--- src/rtl/progmem_server_pkg.sv ---
// Shared types and build-time defaults for progmem_server.
// INST_W / INST_ADDR_W may be predefined on the command line; otherwise they default here.
`ifndef INST_W
`define INST_W 32
`endif
`ifndef INST_ADDR_W
`define INST_ADDR_W 6
`endif

package progmem_server_pkg;
  localparam int INST_W_DEF = `INST_W;
  localparam int ADDR_W_DEF = `INST_ADDR_W;

  typedef enum logic {
    ST_LOAD = 1'b0,
    ST_RUN  = 1'b1
  } state_t;

  function automatic int idx_w(input int n);
    return (n > 1) ? $clog2(n) : 1;
  endfunction
endpackage

--- src/rtl/progmem_server_rr_arbiter.sv ---
// Combinational round-robin arbiter: first requester at or above ptr (mod N) wins.
module rr_arbiter #(
  parameter int N     = 2,
  parameter int IDX_W = 1
) (
  input  logic [N-1:0]     req,
  input  logic [IDX_W-1:0] ptr,
  output logic [N-1:0]     grant,
  output logic [IDX_W-1:0] grant_idx
);
  logic             found;
  logic [IDX_W-1:0] cand;

  always_comb begin
    grant     = '0;
    grant_idx = '0;
    found     = 1'b0;
    cand      = '0;
    for (int k = 0; k < N; k++) begin
      cand = IDX_W'((int'(ptr) + k) % N);
      if (!found && req[cand]) begin
        found       = 1'b1;
        grant[cand] = 1'b1;
        grant_idx   = cand;
      end
    end
  end
endmodule

--- src/rtl/progmem_server.sv ---
// Program-memory server: streaming boot loader, then round-robin shared fetch service.
// Optional per-core one-entry line buffer enabled by defining PROGMEM_LINE_BUF_EN.
//
// state   | meaning
// ST_LOAD | loader fills RAM, fetches ignored
// ST_RUN  | boot done, fetch ports served
module progmem_server
  import progmem_server_pkg::*;
#(
  parameter int NUM_CORES = 2,
  parameter int INST_W    = INST_W_DEF,
  parameter int ADDR_W    = ADDR_W_DEF
) (
  input  logic                          clk,
  input  logic                          rst_n,
  input  logic                          en,
  input  logic                          ld_valid,
  output logic                          ld_ready,
  input  logic [INST_W-1:0]             ld_data,
  input  logic                          ld_last,
  output logic                          boot_done,
  input  logic [NUM_CORES-1:0]          fetch_req,
  input  logic [NUM_CORES*ADDR_W-1:0]   fetch_addr,
  output logic [NUM_CORES-1:0]          fetch_valid,
  output logic [NUM_CORES*INST_W-1:0]   fetch_data
);
  localparam int DEPTH = 2 ** ADDR_W;
  localparam int IDX_W = idx_w(NUM_CORES);

  state_t               state, state_nxt;
  logic [ADDR_W-1:0]    wr_ptr, wr_ptr_nxt;
  logic [IDX_W-1:0]     rr_ptr, rr_ptr_nxt;
  logic                 mem_we, serve;
  logic [NUM_CORES-1:0] arb_req, grant, hit;
  logic [IDX_W-1:0]     grant_idx;
  logic [ADDR_W-1:0]    rd_addr;
  logic [INST_W-1:0]    mem [DEPTH];
  logic [INST_W-1:0]    rd_q;
  logic [NUM_CORES-1:0] ram_resp, hit_resp;
  logic [INST_W-1:0]    data_hold [NUM_CORES];

  always_ff @(posedge clk) begin
    if (!rst_n) begin
      state  <= ST_LOAD;
      wr_ptr <= '0;
      rr_ptr <= '0;
    end else begin
      state  <= state_nxt;
      wr_ptr <= wr_ptr_nxt;
      rr_ptr <= rr_ptr_nxt;
    end
  end

  always_comb begin
    state_nxt  = state;
    wr_ptr_nxt = wr_ptr;
    rr_ptr_nxt = rr_ptr;
    ld_ready   = 1'b0;
    boot_done  = 1'b0;
    mem_we     = 1'b0;
    serve      = 1'b0;
    case (state)
      ST_LOAD: begin
        ld_ready = en;
        if (ld_valid && en) begin
          mem_we = rst_n;
          // wr_ptr saturates at the last word; that beat also ends the boot
          if (wr_ptr != '1) wr_ptr_nxt = wr_ptr + 1'b1;
          if (ld_last || wr_ptr == '1) state_nxt = ST_RUN;
        end
      end
      ST_RUN: begin
        boot_done = 1'b1;
        serve     = en;
        if (serve && |grant)
          rr_ptr_nxt = (grant_idx == IDX_W'(NUM_CORES - 1)) ? '0 : grant_idx + 1'b1;
      end
      default: state_nxt = ST_LOAD;
    endcase
  end

  assign arb_req = serve ? (fetch_req & ~hit) : '0;

  rr_arbiter #(.N(NUM_CORES), .IDX_W(IDX_W)) u_arb (
    .req       (arb_req),
    .ptr       (rr_ptr),
    .grant     (grant),
    .grant_idx (grant_idx)
  );

  always_comb begin
    rd_addr = '0;
    for (int i = 0; i < NUM_CORES; i++)
      if (grant[i]) rd_addr = fetch_addr[i*ADDR_W +: ADDR_W];
  end

  always_ff @(posedge clk) begin
    if (mem_we) mem[wr_ptr] <= ld_data;
    if (|grant) rd_q <= mem[rd_addr];
  end

  // data_hold captures every RAM response even while en=0 so late deliveries stick
  always_ff @(posedge clk) begin
    if (!rst_n) begin
      ram_resp <= '0;
      hit_resp <= '0;
      for (int i = 0; i < NUM_CORES; i++) data_hold[i] <= '0;
    end else begin
      ram_resp <= grant;
      hit_resp <= hit;
      for (int i = 0; i < NUM_CORES; i++)
        if (ram_resp[i]) data_hold[i] <= rd_q;
    end
  end

`ifdef PROGMEM_LINE_BUF_EN
  logic [NUM_CORES-1:0] tag_valid;
  logic [ADDR_W-1:0]    tag_addr [NUM_CORES];
  logic [ADDR_W-1:0]    req_addr_q;

  always_ff @(posedge clk) begin
    if (!rst_n) begin
      tag_valid  <= '0;
      req_addr_q <= '0;
      for (int i = 0; i < NUM_CORES; i++) tag_addr[i] <= '0;
    end else begin
      if (|grant) req_addr_q <= rd_addr;
      if (state == ST_LOAD && state_nxt == ST_RUN) begin
        tag_valid <= '0;
      end else begin
        for (int i = 0; i < NUM_CORES; i++)
          if (ram_resp[i]) begin
            tag_valid[i] <= 1'b1;
            tag_addr[i]  <= req_addr_q;
          end
      end
    end
  end

  // compare against the tag as it will stand after this cycle's fill
  always_comb begin
    hit = '0;
    for (int i = 0; i < NUM_CORES; i++)
      hit[i] = serve && fetch_req[i] && (tag_valid[i] || ram_resp[i]) &&
               (fetch_addr[i*ADDR_W +: ADDR_W] == (ram_resp[i] ? req_addr_q : tag_addr[i]));
  end
`else
  assign hit = '0;
`endif

  assign fetch_valid = ram_resp | hit_resp;

  always_comb begin
    fetch_data = '0;
    for (int i = 0; i < NUM_CORES; i++)
      fetch_data[i*INST_W +: INST_W] = ram_resp[i] ? rd_q : data_hold[i];
  end
endmodule

--- config.mk ---
export PLATFORM = sky130hd
export DESIGN_NAME = progmem_server
export DESIGN_NICKNAME = d
export VERILOG_FILES = /design/src/rtl/progmem_server_pkg.sv /design/src/rtl/progmem_server_rr_arbiter.sv /design/src/rtl/progmem_server.sv
export SDC_FILE = /design/constraint.sdc
export NUM_CORES = 2
export LEC_CHECK = 0
export ABC_CLOCK_PERIOD_IN_PS = 4650
export CAP_MARGIN = 20
export CELL_PAD_IN_SITES_DETAIL_PLACEMENT = 2
export CELL_PAD_IN_SITES_GLOBAL_PLACEMENT = 2
export CORE_ASPECT_RATIO = 0.8
export CORE_MARGIN = 8
export CORE_UTILIZATION = 46
export DETAILED_ROUTE_END_ITERATION = 8
export PLACE_DENSITY = 0.77
export SLEW_MARGIN = 30
export SYNTH_ARGS = -nofsm -noshare
export SYNTH_HDL_FRONTEND = slang
export SYNTH_SLANG_ARGS = --single-unit
--- constraint.sdc ---
create_clock -name clk -period 4.65 [get_ports clk]
set_input_delay 0.93 -clock clk [delete_from_list [all_inputs] [get_ports clk]]
set_output_delay 0.93 -clock clk [all_outputs]
set_load 0.005 [all_outputs]
==> reports/qor.txt <==
# IOs: 119
syn_nets: 3,666
GR Util met2: 55.7%
Slew Viols, Final: 0
initial antenna violation count: 45
HPWL after DPL: 186,000 um
Post-synth top flop: edfxtp_1
gr busiest metal: met2
TritonCTS clock tree: built
Hold Crit Endpoint: mem[10][3]
Cell Area, Placed: 89,200 um^2
Max clock buf depth: 3
Avg Vias per Cell: 6.89
cell area after synthesis: 81,800 um^2
Final Hold Violating Endpoints: 0
Clock Sinks: 2,154
Setup Viol. Count Final: 0
top cells by count, synth: edfxtp_1, mux4_2, a22oi_1, a21oi_1, clkbuf_1
syn avg cell area: 22.6 um^2
IO Port Bufs: 118
Peak VDD IR: 0.353 mV
period utilization: 92.8%
M1 GR Usage: 43.1%
Synth Register Bits: 2,154
max_cap viols: 0
Setup CP Type: input port to register
Hold Crit Depth: 1
Synth cell types: 54
chip width: 488 um
placed insts: 6,220
Placement Rows: 138
setup_tns: 0 ps
LEAKAGE: 30.0 nW
critical hold path startpoint: ld_data[3]
Total GRT Usage: 33.4%
reg2reg setup slack: 410 ps
Final Instance Area: 95,900 um^2
first-pass GRT wire length: 436,000 um
post-route ant nets: 0
Hold Path Class: input port to register
Mapped Cells: 3,614
Layout Skew: 66.0 ps
Post-synth EDFFs: 2,144
Req. time, crit path: 5220 ps
root buf cell: clkbuf_16
Layout Cells excl Fill: 6,641
PwrDens: 417 nW/um^2
CTS buffer count: 208
post-synth top area share: 78.7%
Tot Pwr: 40.0 mW
met3 Track Usage GR: 7.48%
area occupied by multi-input gates: 16,800 um^2
post-cts sizing count: 0
die span in y: 393 um
Slew HR: 27.5%
ys async rst share: 0%
setup bufs post-CTS: 0
RSZ-0062 raised after global routing: no
Reg clk slew, reported paths: 70 ps
Core Region: 177,000 um^2
clock latency on the worst-skew pair: 860 ps
ratio of cells with drive above 1 in the final layout: 30.7%
DRT iter0 DRCs: 7,426
CTS H-tree depth: 4
Area Growth Syn to Fin: 17.2%
pin count of the biggest net entering global routing: 65
drt drc: 0
part of the Yosys area used for sequential elements: 78.9%
Synth Warn #: 0
via count: 45,753
arrival time at the worst endpoint: 4880 ps
worst r2r src: state
global route total overflow: 0
Routed Wire Length: 324,000 um
capturing point of the worst reg2reg path: rd_q[8]
post-synthesis cell type with the largest combined area: edfxtp_1
Worst R2R Path Depth: 9
drt first pass iters: 6
Worst setup EP type: register
Worst Path Max Fanout: 29
vias in the first global route: 47,262
fill cell count: 14,710
Worst Tran Pin Value: 1090 ps
Storage cell area: 64,600 um^2
hold buffers post-CTS: 0
starting density of the core: 46.3%
synth top area cells: edfxtp_1, mux4_2, a22oi_1, mux2_2, a21oi_1
min cycle time layout: 4310 ps
most frequent cell after synthesis: edfxtp_1
GPL Wtd Cong: 0.807
Max Clock Freq: 232 MHz
Worst setup SP type: input port
Final #Nets: 4,105
Die ar.: 192,000 um^2
drt wl/cell: 48.8 um
run status: finished clean
==> per-stage QoR <==
step | util (%) | hold WS (ps) | setup WS [ps]
2_1_floorplan | - | 520 | 233
3_3_place_gp | 50.4 | 572 | -98.0
3_5_place_dp | 50.4 | 627 | -364
4_1_cts | 54.2 | 529 | 444
5_1_grt | 54.2 | 537 | 346
6_report | 54.2 | 574 | 337
==> where the power goes <==
| group | switching (mW) | leakage, nW | total, mW | internal, mW |
|---|---|---|---|---|
| clock | 8.20 | 3.23 | 17.4 | 9.22 |
| combinational | 0.829 | 7.31 | 1.18 | 0.350 |
| sequential | 0.0408 | 19.4 | 21.4 | 21.4 |
==> state kept, by name, indices dropped and copies added (netlist names), named ones only <==
signal     flops
mem         2048
wr_ptr         6
rd_q          32
data_hold     64
ram_resp       2
state          1
==> how the worst max path moves through the flow <==
stage               from   endpoint  slack, ps  cells past startpoint
finish                en    rd_q[8]        340                     10
global placement      en   rd_q[21]       -100                     10
detailed placement    en    rd_q[6]       -360                     10
global route          en    rd_q[8]        350                     10
CTS                   en    rd_q[6]        440                     10
floorplan             en  mem[8][0]        230                      7
==> worst max-delay path, stage by stage <==
cell and delay (ps):
clkdlybuf4s50_1 680, nand4_1 370, o22ai_4 350, buf_12 220
buf_12 250, buf_4 350, mux4_2 380, a22oi_1 290
a21oi_1 340, or4_1 640
==> layer usage <==
layer | part of all wire, % | vias to the layer above
met5 | 0.096 | -
met4 | 5.0 | 26
met3 | 10 | 739
met2 | 49 | 3476
met1 | 36 | 25096
li1 | - | 16416
==> cells by family (layout without fill, tap and decap cells) <==
logic type	after synthesis	after routing	synth area share (%)
flops	2154	2154	78.9
simple gates	263	263	1.63
other cells	0	31	0
fa+ha+maj	1	1	0.0153
xor+xnor	3	3	0.0321
mux	579	579	14.8
compound gates	407	407	3.38
buf+inv	207	823	1.20
==> area by class of cell <==
cell class	instances	share of cell area [%]
clock inverter	128	1.11
antenna	31	0.0809
multi-input combinational	1253	17.6
sequential	2154	67.3
clock buffer	259	5.72
tap	2380	3.10
timing repair buffer	436	5.07
==> cells in the final DEF (no fill, tap or decap), types with 30 or more instances in the layout <==
cell,count
a21oi_1,114
a22oi_1,244
and2_1,38
buf_12,114
buf_4,209
clkbuf_1,45
clkbuf_16,211
clkdlybuf4s50_1,86
clkinv_1,51
clkinv_2,47
diode_2,31
edfxtp_1,2144
mux2_2,66
mux4_2,498
nand2_1,54
nor2_4,65
or4_1,30
Power figures use the tool's default switching activity.
